## config.mk

```make
export PLATFORM = sky130hd
export DESIGN_NAME = fifo_write_arbiter
export DESIGN_NICKNAME = d
export VERILOG_FILES = /design/src/rtl/fifo_write_arbiter_pkg.sv /design/src/rtl/fifo_write_arbiter_rr_pick.sv /design/src/rtl/fifo_write_arbiter.sv
export SDC_FILE = /design/constraint.sdc
export NUM_CORES = 1
export LEC_CHECK = 0
export BUFFER_PORTS_ARGS = -buffer_cell sky130_fd_sc_hd__clkbuf_2
export CORE_MARGIN = 2
export CORE_UTILIZATION = 44
export CTS_CLUSTER_SIZE = 24
export DETAILED_ROUTE_END_ITERATION = 16
export GPL_TIMING_DRIVEN = 0
export PLACE_DENSITY_LB_ADDON = 0.08
export SYNTH_ARGS = -nofsm -noshare
export SYNTH_HDL_FRONTEND = slang
export SYNTH_SLANG_ARGS = --single-unit
```

## constraint.sdc

```tcl
create_clock -name clk -period 2.4 [get_ports clk]
set_input_delay 0.24 -clock clk [delete_from_list [all_inputs] [get_ports clk]]
set_output_delay 0.24 -clock clk [all_outputs]
set_load 0.02 [all_outputs]
```

## src/rtl/fifo_write_arbiter_pkg.sv

```systemverilog
// rtl/fifo_write_arbiter_pkg.sv - shared state encoding and sizing helpers for fifo_write_arbiter
package fifo_write_arbiter_pkg;

    typedef enum logic {
        ST_IDLE  = 1'b0,
        ST_GRANT = 1'b1
    } arb_state_t;

    // Word counter only needs to reach max_block-1; never narrower than one bit.
    function automatic int cnt_width(input int max_block);
        return (max_block > 2) ? $clog2(max_block) : 1;
    endfunction

endpackage

```

## src/rtl/fifo_write_arbiter_rr_pick.sv

```systemverilog
// rtl/fifo_write_arbiter_rr_pick.sv - combinational round-robin picker, searching upward from ptr+1
module rr_pick #(
    parameter int N_REQ = 4,
    parameter int PTR_W = 2
) (
    input  logic [N_REQ-1:0] req,
    input  logic [PTR_W-1:0] ptr,
    output logic [N_REQ-1:0] sel,
    output logic             any
);

    logic [PTR_W-1:0] w_idx;

    always_comb begin
        sel   = '0;
        any   = 1'b0;
        w_idx = '0;
        for (int k = 1; k <= N_REQ; k++) begin
            w_idx = PTR_W'((int'(ptr) + k) % N_REQ);
            if (!any && req[w_idx]) begin
                sel[w_idx] = 1'b1;
                any        = 1'b1;
            end
        end
    end

endmodule

```

## src/rtl/fifo_write_arbiter.sv

```systemverilog
// rtl/fifo_write_arbiter.sv - block-granular round-robin sharing of one FIFO write port
module fifo_write_arbiter
    import fifo_write_arbiter_pkg::*;
#(
    parameter int WIDTH          = 8,
    parameter int N_REQ          = 4,
    parameter int MAX_BLOCK_SIZE = 1024
) (
    input  logic                   clk,
    input  logic                   rst,
    input  logic [N_REQ*WIDTH-1:0] s_data,
    input  logic [N_REQ-1:0]       s_valid,
    input  logic [N_REQ-1:0]       s_last,
    output logic [N_REQ-1:0]       s_ready,
    output logic [WIDTH-1:0]       dout,
    output logic                   wren,
    input  logic                   full,
    output logic [N_REQ-1:0]       grant,
    output logic                   busy
);

    localparam int PTR_W = $clog2(N_REQ);
    localparam int CNT_W = cnt_width(MAX_BLOCK_SIZE);
    localparam logic [CNT_W-1:0] CNT_LAST = CNT_W'(MAX_BLOCK_SIZE - 1);

    arb_state_t       r_state;
    arb_state_t       w_state_nxt;
    logic [N_REQ-1:0] r_grant;
    logic [PTR_W-1:0] r_owner;
    logic [PTR_W-1:0] r_last_owner;
    logic [CNT_W-1:0] r_cnt;

    logic [N_REQ-1:0] w_sel;
    logic             w_any;
    logic [PTR_W-1:0] w_sel_idx;
    logic             w_accept;
    logic             w_release;

    rr_pick #(
        .N_REQ(N_REQ),
        .PTR_W(PTR_W)
    ) u_pick (
        .req(s_valid),
        .ptr(r_last_owner),
        .sel(w_sel),
        .any(w_any)
    );

    always_comb begin
        w_sel_idx = '0;
        for (int i = 0; i < N_REQ; i++) begin
            if (w_sel[i]) w_sel_idx = PTR_W'(i);
        end
    end

    // rst gates the write path directly so a block in flight stops in the reset cycle.
    assign w_accept  = !rst && (r_state == ST_GRANT) && s_valid[r_owner] && !full;
    assign w_release = w_accept && (s_last[r_owner] || (r_cnt == CNT_LAST));

    assign s_ready = r_grant & {N_REQ{w_accept}};
    assign wren    = w_accept;
    assign dout    = s_data[r_owner*WIDTH +: WIDTH];
    assign grant   = r_grant;
    assign busy    = (r_state == ST_GRANT);

    always_comb begin
        w_state_nxt = r_state;
        case (r_state)
            ST_IDLE:  if (w_any) w_state_nxt = ST_GRANT;
            ST_GRANT: if (w_release) w_state_nxt = ST_IDLE;
            default:  w_state_nxt = ST_IDLE;
        endcase
    end

    always_ff @(posedge clk) begin
        if (rst) begin
            r_state      <= ST_IDLE;
            r_grant      <= '0;
            r_owner      <= '0;
            r_last_owner <= PTR_W'(N_REQ - 1);
            r_cnt        <= '0;
        end else begin
            r_state <= w_state_nxt;
            case (r_state)
                ST_IDLE: begin
                    if (w_any) begin
                        r_grant <= w_sel;
                        r_owner <= w_sel_idx;
                        r_cnt   <= '0;
                    end
                end
                ST_GRANT: begin
                    if (w_release) begin
                        r_grant      <= '0;
                        r_last_owner <= r_owner;
                        r_cnt        <= '0;
                    end else if (w_accept) begin
                        r_cnt <= r_cnt + 1'b1;
                    end
                end
                default: ;
            endcase
        end
    end

endmodule

```

==> flow_summary.ini <==
[setup_path]
critical_path_class = reg2reg
endpoint = r_owner[0]
critical_path.reg2reg.endpoint = r_owner[0]
cp.required_ns = 2.62
critical_path_depth = 9
rr_startpoint = r_last_owner[1]
cpLargestDelayFamily = compound AO/OA/AOI/OAI gates
worst-r2r-setup-slack_ns = 0.08
critPathCaptureType = flip-flop
highest_delay_cell_along_the_critical_path = sky130_fd_sc_hd__dfxtp_4
slowest_delay_ns = 0.39
arrival_ns = 2.55
crit_chain = buf_6 > clkinvlp_4 > ha_4 > mux2i_4 > o22ai_2 > a2111oi_4 > o2bb2ai_2 > nand2b_4 > a211oi_2
worstSetupStartpointType = flip-flop
reg2reg_depth = 9
crit_path_start = r_last_owner[1]
worstPathBufferInverterCount = 2
crit_fanout = 7

[clocking]
numClockSinks = 19
cts_buffers = 3
cts_root_buf = sky130_fd_sc_hd__clkbuf_4
clkTransAtPathRegs_ns = 0.11
clock_tree_from_tritoncts = done
clock_tree.buffer_depth = 2
insertion_delay_ns = 0.30
htree_levels = 1

[place]
place_congestion = 0.773
port-buffer-count = 59
inst_count_dp = 268
hpwl_um = 3110

[sta]
finalHoldViolations = 0
post-route-period-util_pct = 96.8
worst_slew_margin_rel_pct = 66.4
finalClockSkew_ns = 0.00673
grt_setup_unrepaired = true
worstMarginPinSlew_ns = 0.504
timing.fmax_ghz = 0.431
setup-violations-final = 0
timing_max_transition_violations_final = 0
layout_min_cycle_time_ns = 2.32

[power_and_ir_drop]
peakVddDrop_v = 0.000194
pwr-share-comb_pct = 38.9
design_power_total_mw = 0.833
power.switching_mw = 0.289
leakage_power_total_nw = 0.852
cellPowerDensity_nw_per_um2 = 409
p_int_mw = 0.544
clkPwrFrac_pct = 19.8
pwr-share-seq_pct = 41.2
power.switching_fraction_pct = 34.7

[yosys]
synth_seq_area_share_pct = 24.3
gate_count_post_synth = 163
synth-warning-count = 0
synth_enable_flop_cells = 0
avgSynthCellArea_um2 = 9.59
synth_async_sr_flop_share_pct = 0
synth_top_area_share_pct = 24.3
flops_latches_synth = 19
mappedNetlistNets = 215
synth_flop_type = sky130_fd_sc_hd__dfxtp_1
ys_types = 49
synth_top_area_cell = sky130_fd_sc_hd__dfxtp_1
syn_area_um2 = 1560
post_synth_main_area_contributors = sky130_fd_sc_hd__dfxtp_1, sky130_fd_sc_hd__mux4_2, sky130_fd_sc_hd__ha_1

[floorplanning]
fp.dieArea_um2 = 4040
die_height_um = 63.6
std_cell_rows = 21
boundaryPins = 61
coreArea_um2 = 3360
die_width_um = 63.6
initial_standard_cell_utilization_of_the_core_pct = 46.5

[routing]
via_per_inst = 5.53
post_detailed_route_drc_marker_count = 0
route.detailed.wl_per_inst_um = 14.3
final_antenna_net_count = 0
detail_route.iter0.violations = 68
route.final.wire_length_um = 3950
route.vias.total = 1526
drt-pass1-iter-count = 4

[final_layout]
number_of_filler_instances_in_the_final_layout = 331
regArea_um2 = 385
final_layout_size_suffix_gt1_share_pct = 45.7
net_count_final = 283
insertedDiodeCount = 0
multi_input_comb_area_um2 = 1180
area_growth_syn_to_layout_pct = 30.3
non_filler_instance_count_after_layout = 276

[global_routing]
globalRouteTotalUtil_pct = 19.5
gr-total-overflow = 0
largest_net_degree_at_the_start_of_global_routing = 12
grt_antenna_before_repair = 0
vias_in_the_first_global_route = 1448
grt_pass1_wl_um = 6180

[worst_hold_path]
min_path_type = in2reg

[status]
outcome = finished, final reports clean

[flow_run]
maxCapViolCount = 0
[layout make-up]
| type | count | share of cell area [%] |
|---|---|---|
| buffer | 6 | 1.66 |
| clock buffer | 3 | 1.11 |
| clock inverter | 1 | 0.246 |
| inverter | 4 | 1.11 |
| multi-input combinational | 134 | 58.1 |
| sequential | 19 | 18.9 |
| tap | 46 | 2.83 |
| timing repair buffer | 63 | 16.0 |
[state kept, by name (all words and copies together), names as in the netlist]
name          count
busy              1
r_owner           2
r_last_owner      2
grant             4
r_cnt            10
[what timing repair did]
action	CTS	global route
gates resized for setup	5	8
setup endpoints to repair	5	13
pin swaps	0	3
buffers inserted	2	2
hold buffers	0	0
[how the worst min path moves through the flow]
| stage | cells past startpoint | startpoint | to |
|---|---|---|---|
| 2_1_floorplan | 2 | r_cnt[1] | r_cnt[1] |
| 3_3_place_gp | 1 | grant[1] | grant[1] |
| 3_5_place_dp | 1 | grant[3] | grant[3] |
| 4_1_cts | 2 | rst | busy |
| 5_1_grt | 2 | rst | r_owner[0] |
| 6_report | 2 | rst | busy |
[through the flow]
stage          area [um2]  setup TNS [ns]  worst slack [ns]  hold WS, ns  util [%]
3_3_place_gp         1920          -0.781            -0.267        0.482      57.0
2_1_floorplan        1560               0            0.0983        0.480         -
5_1_grt              2040         -0.0444           -0.0271        0.260      60.5
6_report             2040               0            0.0773        0.233      60.5
3_5_place_dp         1920           -1.04            -0.325        0.489      57.0
4_1_cts              1980               0           0.00123        0.236      58.9
[power groups by stage]
stage | Sequential (mW) | Combinational [mW] | Clock, mW
after floorplan | 0.358 | 0.201 | 0
after global placement | 0.351 | 0.299 | 0
after global routing | 0.347 | 0.350 | 0.179
after detailed placement | 0.351 | 0.306 | 0
after CTS | 0.345 | 0.314 | 0.166
final | 0.343 | 0.324 | 0.165
[synthesized netlist by cell type (all sizes together), types with 4 or more instances]
library cell,count
a22o,5
and3,4
buf,4
dfxtp,19
ha,9
inv,4
mux2i,4
mux4,11
nand2,16
nand2b,6
nor2,22
nor3,5
o21ai,4
o22ai,4
xnor2,6
[routing by layer]
metal	track usage (%)	vias to the layer above	part of all wire [%]
met5	0	-	0
li1	-	743	-
met3	3.21	8	7.1
met4	6.79	0	1.4
met2	31.8	80	46
met1	25.9	695	45
[cell families (layout without fill, tap and decap cells)]
| kind of cell | count (synthesis) | after routing | share of synthesized area [%] |
|---|---|---|---|
| flip-flops | 19 | 19 | 24.3 |
| adder cells (fa/ha/maj) | 9 | 9 | 7.21 |
| XOR/XNOR | 9 | 9 | 5.04 |
| AO/OA/AOI/OAI | 27 | 27 | 16.3 |
| buffers and inverters | 10 | 77 | 3.04 |
| multiplexers | 16 | 16 | 19.1 |
| AND/OR/NAND/NOR | 73 | 73 | 25.0 |
[cells in the final DEF, fill, tap and decap left out, types with 3 or more instances in the layout]
cell type	Yosys	final
sky130_fd_sc_hd__nor3_1	5	4
sky130_fd_sc_hd__a22o_1	5	5
sky130_fd_sc_hd__nand2b_1	5	5
sky130_fd_sc_hd__o22ai_1	4	3
sky130_fd_sc_hd__mux4_2	11	11
sky130_fd_sc_hd__nor2b_1	3	3
sky130_fd_sc_hd__xor2_1	3	3
sky130_fd_sc_hd__nand2_1	15	15
sky130_fd_sc_hd__ha_1	9	8
sky130_fd_sc_hd__buf_4	0	4
sky130_fd_sc_hd__clkbuf_4	0	3
sky130_fd_sc_hd__o2bb2ai_2	3	3
sky130_fd_sc_hd__clkbuf_2	0	60
sky130_fd_sc_hd__nor2_1	22	22
sky130_fd_sc_hd__nand4_1	3	3
sky130_fd_sc_hd__xnor2_1	6	6
sky130_fd_sc_hd__and3_1	4	4
sky130_fd_sc_hd__dfxtp_1	19	17
(Power assumes the default switching activity.)
